**src/rtl/store_commit_drain.sv**
```systemverilog
// store_commit_drain: pops committed stores from the store buffer, one at a time, into the dcache write port.
// Optional feature macro DRAIN_KSEG_MAP_EN: strip kseg0/kseg1 region bits and mark kseg1 writes uncached.
module store_commit_drain #(
  parameter int SB_DEPTH     = 16,
  parameter int RETIRE_WIDTH = 2
) (
  input  logic                              clk,
  input  logic                              reset,
  input  logic [$clog2(RETIRE_WIDTH+1)-1:0] retire_store_cnt,
  output logic                              commit_store_valid,
  input  logic [3:0]                        commit_store_wstrb,
  input  logic [2:0]                        commit_store_size,
  input  logic [31:0]                       commit_store_addr,
  input  logic [31:0]                       commit_store_data,
  output logic                              data_req,
  output logic                              data_wr,
  output logic [1:0]                        data_size,
  output logic [3:0]                        data_wstrb,
  output logic [31:0]                       data_addr,
  output logic [31:0]                       data_wdata,
  output logic                              data_uncached,
  input  logic                              data_addr_ok,
  input  logic                              data_data_ok,
  output logic [$clog2(SB_DEPTH):0]         pending_cnt,
  output logic                              store_drained,
  output logic                              overflow_err
);

  localparam int CNT_W = $clog2(SB_DEPTH) + 1;
  localparam int RC_W  = $clog2(RETIRE_WIDTH + 1);
  localparam int SUM_W = CNT_W + RC_W;

  typedef enum logic [1:0] {
    S_IDLE = 2'd0,
    S_REQ  = 2'd1,
    S_WAIT = 2'd2
  } state_t;

  state_t           r_state;
  state_t           w_state_nxt;
  logic             w_pop;
  logic             w_req;

  logic [CNT_W-1:0] r_pending;
  logic             r_overflow;
  logic [SUM_W-1:0] w_sum;
  logic             w_sat;
  logic [CNT_W-1:0] w_pending_nxt;

  logic [3:0]       r_wstrb;
  logic [1:0]       r_size;
  logic [31:0]      r_addr;
  logic [31:0]      r_wdata;

  function automatic logic [1:0] map_size(input logic [2:0] size);
    case (size)
      3'd1:    map_size = 2'd0;
      3'd2:    map_size = 2'd1;
      default: map_size = 2'd2;
    endcase
  endfunction

  function automatic logic [31:0] map_addr(input logic [31:0] addr);
`ifdef DRAIN_KSEG_MAP_EN
    // kseg0 (100) and kseg1 (101) share the 2'b10 prefix and both fold onto physical 0.
    if (addr[31:30] == 2'b10) map_addr = {3'b000, addr[28:0]};
    else                      map_addr = addr;
`else
    map_addr = addr;
`endif
  endfunction

  // Pop only from registered state, so a store retired this cycle drains next cycle at the earliest.
  always_comb begin
    w_state_nxt = r_state;
    w_pop       = 1'b0;
    w_req       = 1'b0;
    case (r_state)
      S_IDLE: begin
        w_pop = (r_pending != '0);
        if (w_pop) w_state_nxt = S_REQ;
      end
      S_REQ: begin
        w_req = 1'b1;
        if (data_addr_ok) w_state_nxt = data_data_ok ? S_IDLE : S_WAIT;
      end
      S_WAIT: begin
        if (data_data_ok) w_state_nxt = S_IDLE;
      end
      default: w_state_nxt = S_IDLE;
    endcase
  end

  always_ff @(posedge clk) begin
    if (reset) r_state <= S_IDLE;
    else       r_state <= w_state_nxt;
  end

  // pending never underflows: a pop only happens while it is non-zero.
  always_comb begin
    w_sum         = SUM_W'(r_pending) + SUM_W'(retire_store_cnt) - SUM_W'(w_pop);
    w_sat         = (w_sum > SUM_W'(SB_DEPTH));
    w_pending_nxt = w_sat ? CNT_W'(SB_DEPTH) : w_sum[CNT_W-1:0];
  end

  always_ff @(posedge clk) begin
    if (reset) begin
      r_pending  <= '0;
      r_overflow <= 1'b0;
    end else begin
      r_pending <= w_pending_nxt;
      if (w_sat) r_overflow <= 1'b1;
    end
  end

  // Holding registers only load on a pop, which keeps data_* stable for the whole REQ phase.
  always_ff @(posedge clk) begin
    if (w_pop) begin
      r_wstrb <= commit_store_wstrb;
      r_size  <= map_size(commit_store_size);
      r_addr  <= map_addr(commit_store_addr);
      r_wdata <= commit_store_data;
    end
  end

`ifdef DRAIN_KSEG_MAP_EN
  logic r_uncached;

  always_ff @(posedge clk) begin
    if (w_pop) r_uncached <= (commit_store_addr[31:29] == 3'b101);
  end

  assign data_uncached = w_req & r_uncached;
`else
  assign data_uncached = 1'b0;
`endif

  assign commit_store_valid = w_pop;
  assign data_req           = w_req;
  assign data_wr            = w_req;
  assign data_size          = w_req ? r_size  : 2'd0;
  assign data_wstrb         = w_req ? r_wstrb : 4'd0;
  assign data_addr          = w_req ? r_addr  : 32'd0;
  assign data_wdata         = w_req ? r_wdata : 32'd0;
  assign pending_cnt        = r_pending;
  assign store_drained      = (r_pending == '0) && (r_state == S_IDLE);
  assign overflow_err       = r_overflow;

endmodule
```
**config.mk**
```make
export PLATFORM = sky130hd
export DESIGN_NAME = store_commit_drain
export DESIGN_NICKNAME = d
export VERILOG_FILES = /design/src/rtl/store_commit_drain.sv
export SDC_FILE = /design/constraint.sdc
export NUM_CORES = 1
export LEC_CHECK = 0
export BUFFER_PORTS_ARGS = -buffer_cell sky130_fd_sc_hd__buf_2
export CAP_MARGIN = 40
export CELL_PAD_IN_SITES_DETAIL_PLACEMENT = 0
export CELL_PAD_IN_SITES_GLOBAL_PLACEMENT = 1
export CORE_ASPECT_RATIO = 1.1
export CORE_MARGIN = 3
export CORE_UTILIZATION = 39
export CTS_BUF_LIST = sky130_fd_sc_hd__clkbuf_4
export DETAILED_ROUTE_END_ITERATION = 8
export GPL_TIMING_DRIVEN = 0
export PLACE_DENSITY_LB_ADDON = 0.1
export SYNTH_ARGS = -nofsm -noshare
export SYNTH_HDL_FRONTEND = slang
export SYNTH_SLANG_ARGS = --single-unit
```
**constraint.sdc**
```tcl
create_clock -name clk -period 20.3 [get_ports clk]
set_input_delay 4.06 -clock clk [delete_from_list [all_inputs] [get_ports clk]]
set_output_delay 4.06 -clock clk [all_outputs]
set_load 0.01 [all_outputs]
```
==> summary.txt <==
Status
  – Status: completed

Die
  – Full die area: 0.00940 sq mm
  – Core area: 0.00800 sq mm
  – I/O pins: 158
  – Starting Density: 40.3%
  – # rows: 34
  – Die extent in y: 101 um
  – DIE WIDTH: 92.7 um

Critical path
  – Worst-path fanout max: 13
  – Crit path launch type: flip-flop
  – Worst-case reg-to-reg path depth: 12
  – Worst R2R Start: pending_cnt[3]$_SDFF_PP0_
  – CP Class: reg2out
  – Worst path required time: 16,240 ps
  – R2r setup slk: 17,010 ps
  – Crit path arrival time: 2700 ps
  – Crit path from: pending_cnt[3]$_SDFF_PP0_
  – Worst r2r dst: overflow_err$_SDFFE_PP0N_
  – CP Capture Type: output pin

GRT
  – GR Util met3: 5.20%
  – M1 GR Usage: 16.3%
  – Layer with the highest usage: met2
  – Global-route wire length before repair: 10.5 mm
  – Total Routing Usage GR: 14.8%
  – Vias in the first global route: 2,162
  – Antenna violations before repair: 1
  – Aggregate global routing overflow: 0
  – Largest net degree at the start of global routing: 14
  – Met2 GRT Util: 26.2%

Detailed routing
  – Vias post-DR: 2,222
  – DR iter-0 viols: 49
  – TritonRoute pass-1 iters: 4
  – Final antenna-violating net count: 0
  – Vias/cell: 4.34
  – Routed WL: 6.79 mm
  – Routed WL per cell: 13.3 um
  – # DRC: 0

Clock network
  – Num CTS Buffers: 9
  – Worst-path clk slew: 110 ps
  – Max H-tree Level: 3
  – Post-CTS sizing: 0
  – CTS Hold Buffers Added: 0
  – Postcts setup bufs: 0
  – Root buf cell: clkbuf_4
  – CTS tree: yes
  – CTS max path bufs: 2
  – CTS Sinks: 78
  – Clock latency on the worst-skew pair: 400 ps

STA
  – Relative slew slack: 58.1%
  – Worst-margin pin slew: 625 ps
  – Final Max Slew Viols: 0
  – RSZ-0062 raised after global routing: no
  – Achievable Freq: 148 MHz
  – Final hold violations: 0
  – Min Hold Slack: 496 ps
  – Fin crit share: 33.3%
  – Setup-failing EPs final: 0
  – Final min period: 6760 ps
  – Setup_tns: 0 ps
  – Clock skew: 15.0 ps

Synth
  – Post-synth top area cell: edfxtp_1
  – Ranking of synthesized cells by area: edfxtp_1, and2_1, dfxtp_1
  – Ys flop type: edfxtp_1
  – Post-synth EDFFs: 70
  – Synth Register Bits: 78
  – Syn avg cell area: 14.3 sq um
  – Register area share after synthesis: 70.1%
  – Count of cell types in the netlist: 34
  – Post-synth ARST share: 0%
  – Post-synth top cells: and2_1, edfxtp_1, inv_1
  – Yosys top cell area share: 65.2%
  – Yosys warns: 0
  – Mapped Cells: 225
  – Syn nets: 312
  – Synth Cell Area: 0.00323 sq mm

Final layout
  – Number of nets in the layout: 486
  – Final core utilization: 54.7%
  – Filler cell count: 760
  – Ant. Diodes: 0
  – Share of layout cells above drive strength 1: 44.8%
  – Synth-to-Final Area Change: 35.6%
  – Finished Layout Cells: 512

Worst hold path
  – Worst Hold Launch: overflow_err$_SDFFE_PP0N_
  – Hold depth: 2
  – Hold Path Sink: overflow_err$_SDFFE_PP0N_
  – HP Class: reg2reg

Power
  – PwrDens: 160 mW/mm^2
  – VDD IR max: 83.3 uV
  – Pleak: 2.01 nW

Place
  – Dpl cells: 496
  – Number of buffers added on ports: 156
  – DP HPWL: 5.41 mm
  – Routability cong.: 0.752

Job
  – Max cap viols: 0
## how the worst max path moves through the flow
stage | end | slack [ps]
after detailed placement | commit_store_valid | 13930
final | commit_store_valid | 13540
after global placement | commit_store_valid | 7790
after floorplan | commit_store_valid | 10400
after global routing | commit_store_valid | 13230
after CTS | commit_store_valid | 13440
## worst max-delay path: stages, from the launching register on
cell and delay [ps]:
dfxtp_1 390, inv_1 100, ha_1 190, nor4b_1 160
nor3_2 490, buf_6 230, buf_4 200, buf_6 170
buf_4 210, buf_2 160
## area by class of cell
cell class                 count  area [sq um]  share of cell area, %
buffer                        10          45.0                   1.03
clock buffer                   9          67.6                   1.55
clock inverter                 7          87.6                   2.00
inverter                      15          56.3                   1.29
multi-input combinational    122           867                   19.8
sequential                    78          2260                   51.7
tap                          108           135                   3.09
timing repair buffer         163           852                   19.5
## layout by cell type (no fill, tap or decap), types with 2 or more instances in the layout
cell type	instances
nand2b_1	2
buf_6	5
nor4_1	4
xnor2_1	2
buf_2	156
nand2_1	3
bufinv_16	2
dfxtp_1	8
nor3b_1	2
buf_4	4
clkinv_1	3
ha_1	9
clkbuf_1	8
a21oi_1	3
and4_1	2
and2_1	70
edfxtp_1	70
nor2_1	2
clkbuf_4	9
xor2_1	2
nor2b_1	3
inv_1	15
## through the flow
| stage | setup WS (ps) | power (mW) | cell area [sq um] |
|---|---|---|---|
| after floorplan | 10400 | 0.501 | 3230 |
| after global placement | 7790 | 0.605 | 4140 |
| after detailed placement | 13930 | 0.609 | 4220 |
| after CTS | 13440 | 0.710 | 4370 |
| after global routing | 13230 | 0.757 | 4370 |
| final | 13540 | 0.699 | 4370 |
## per-layer routing
layer  part of all wire (%)  wire length (um)  vias up
met2                     53              3620       76
met1                     37              2520     1004
met4                    1.8               119        2
li1                       -                 -     1130
met5                   0.27                18        -
met3                    7.4               501       10
## registers in the layout (all words and copies together) (netlist names)
register	cells
overflow_err	1
pending_cnt	5
r_addr	32
r_size	2
r_state	2
r_wdata	32
r_wstrb	4
## cells by family after synthesis
kind of cell	Yosys count	share of synthesized area [%]
compound gates	10	2.72
buf+inv	25	3.14
flops	78	70.1
fa+ha+maj	10	4.11
simple gates	97	18.7
other cells	1	0.116
xor+xnor	4	1.09
## where the power goes
part           switching (mW)  leakage, nW  total (mW)  internal (mW)
clock network          0.0507       0.0791      0.0999         0.0492
registers              0.0169        0.737       0.302          0.285
logic                   0.173         1.20       0.297          0.124
total                   0.241         2.01       0.699          0.458
(Power assumes the default switching activity.)
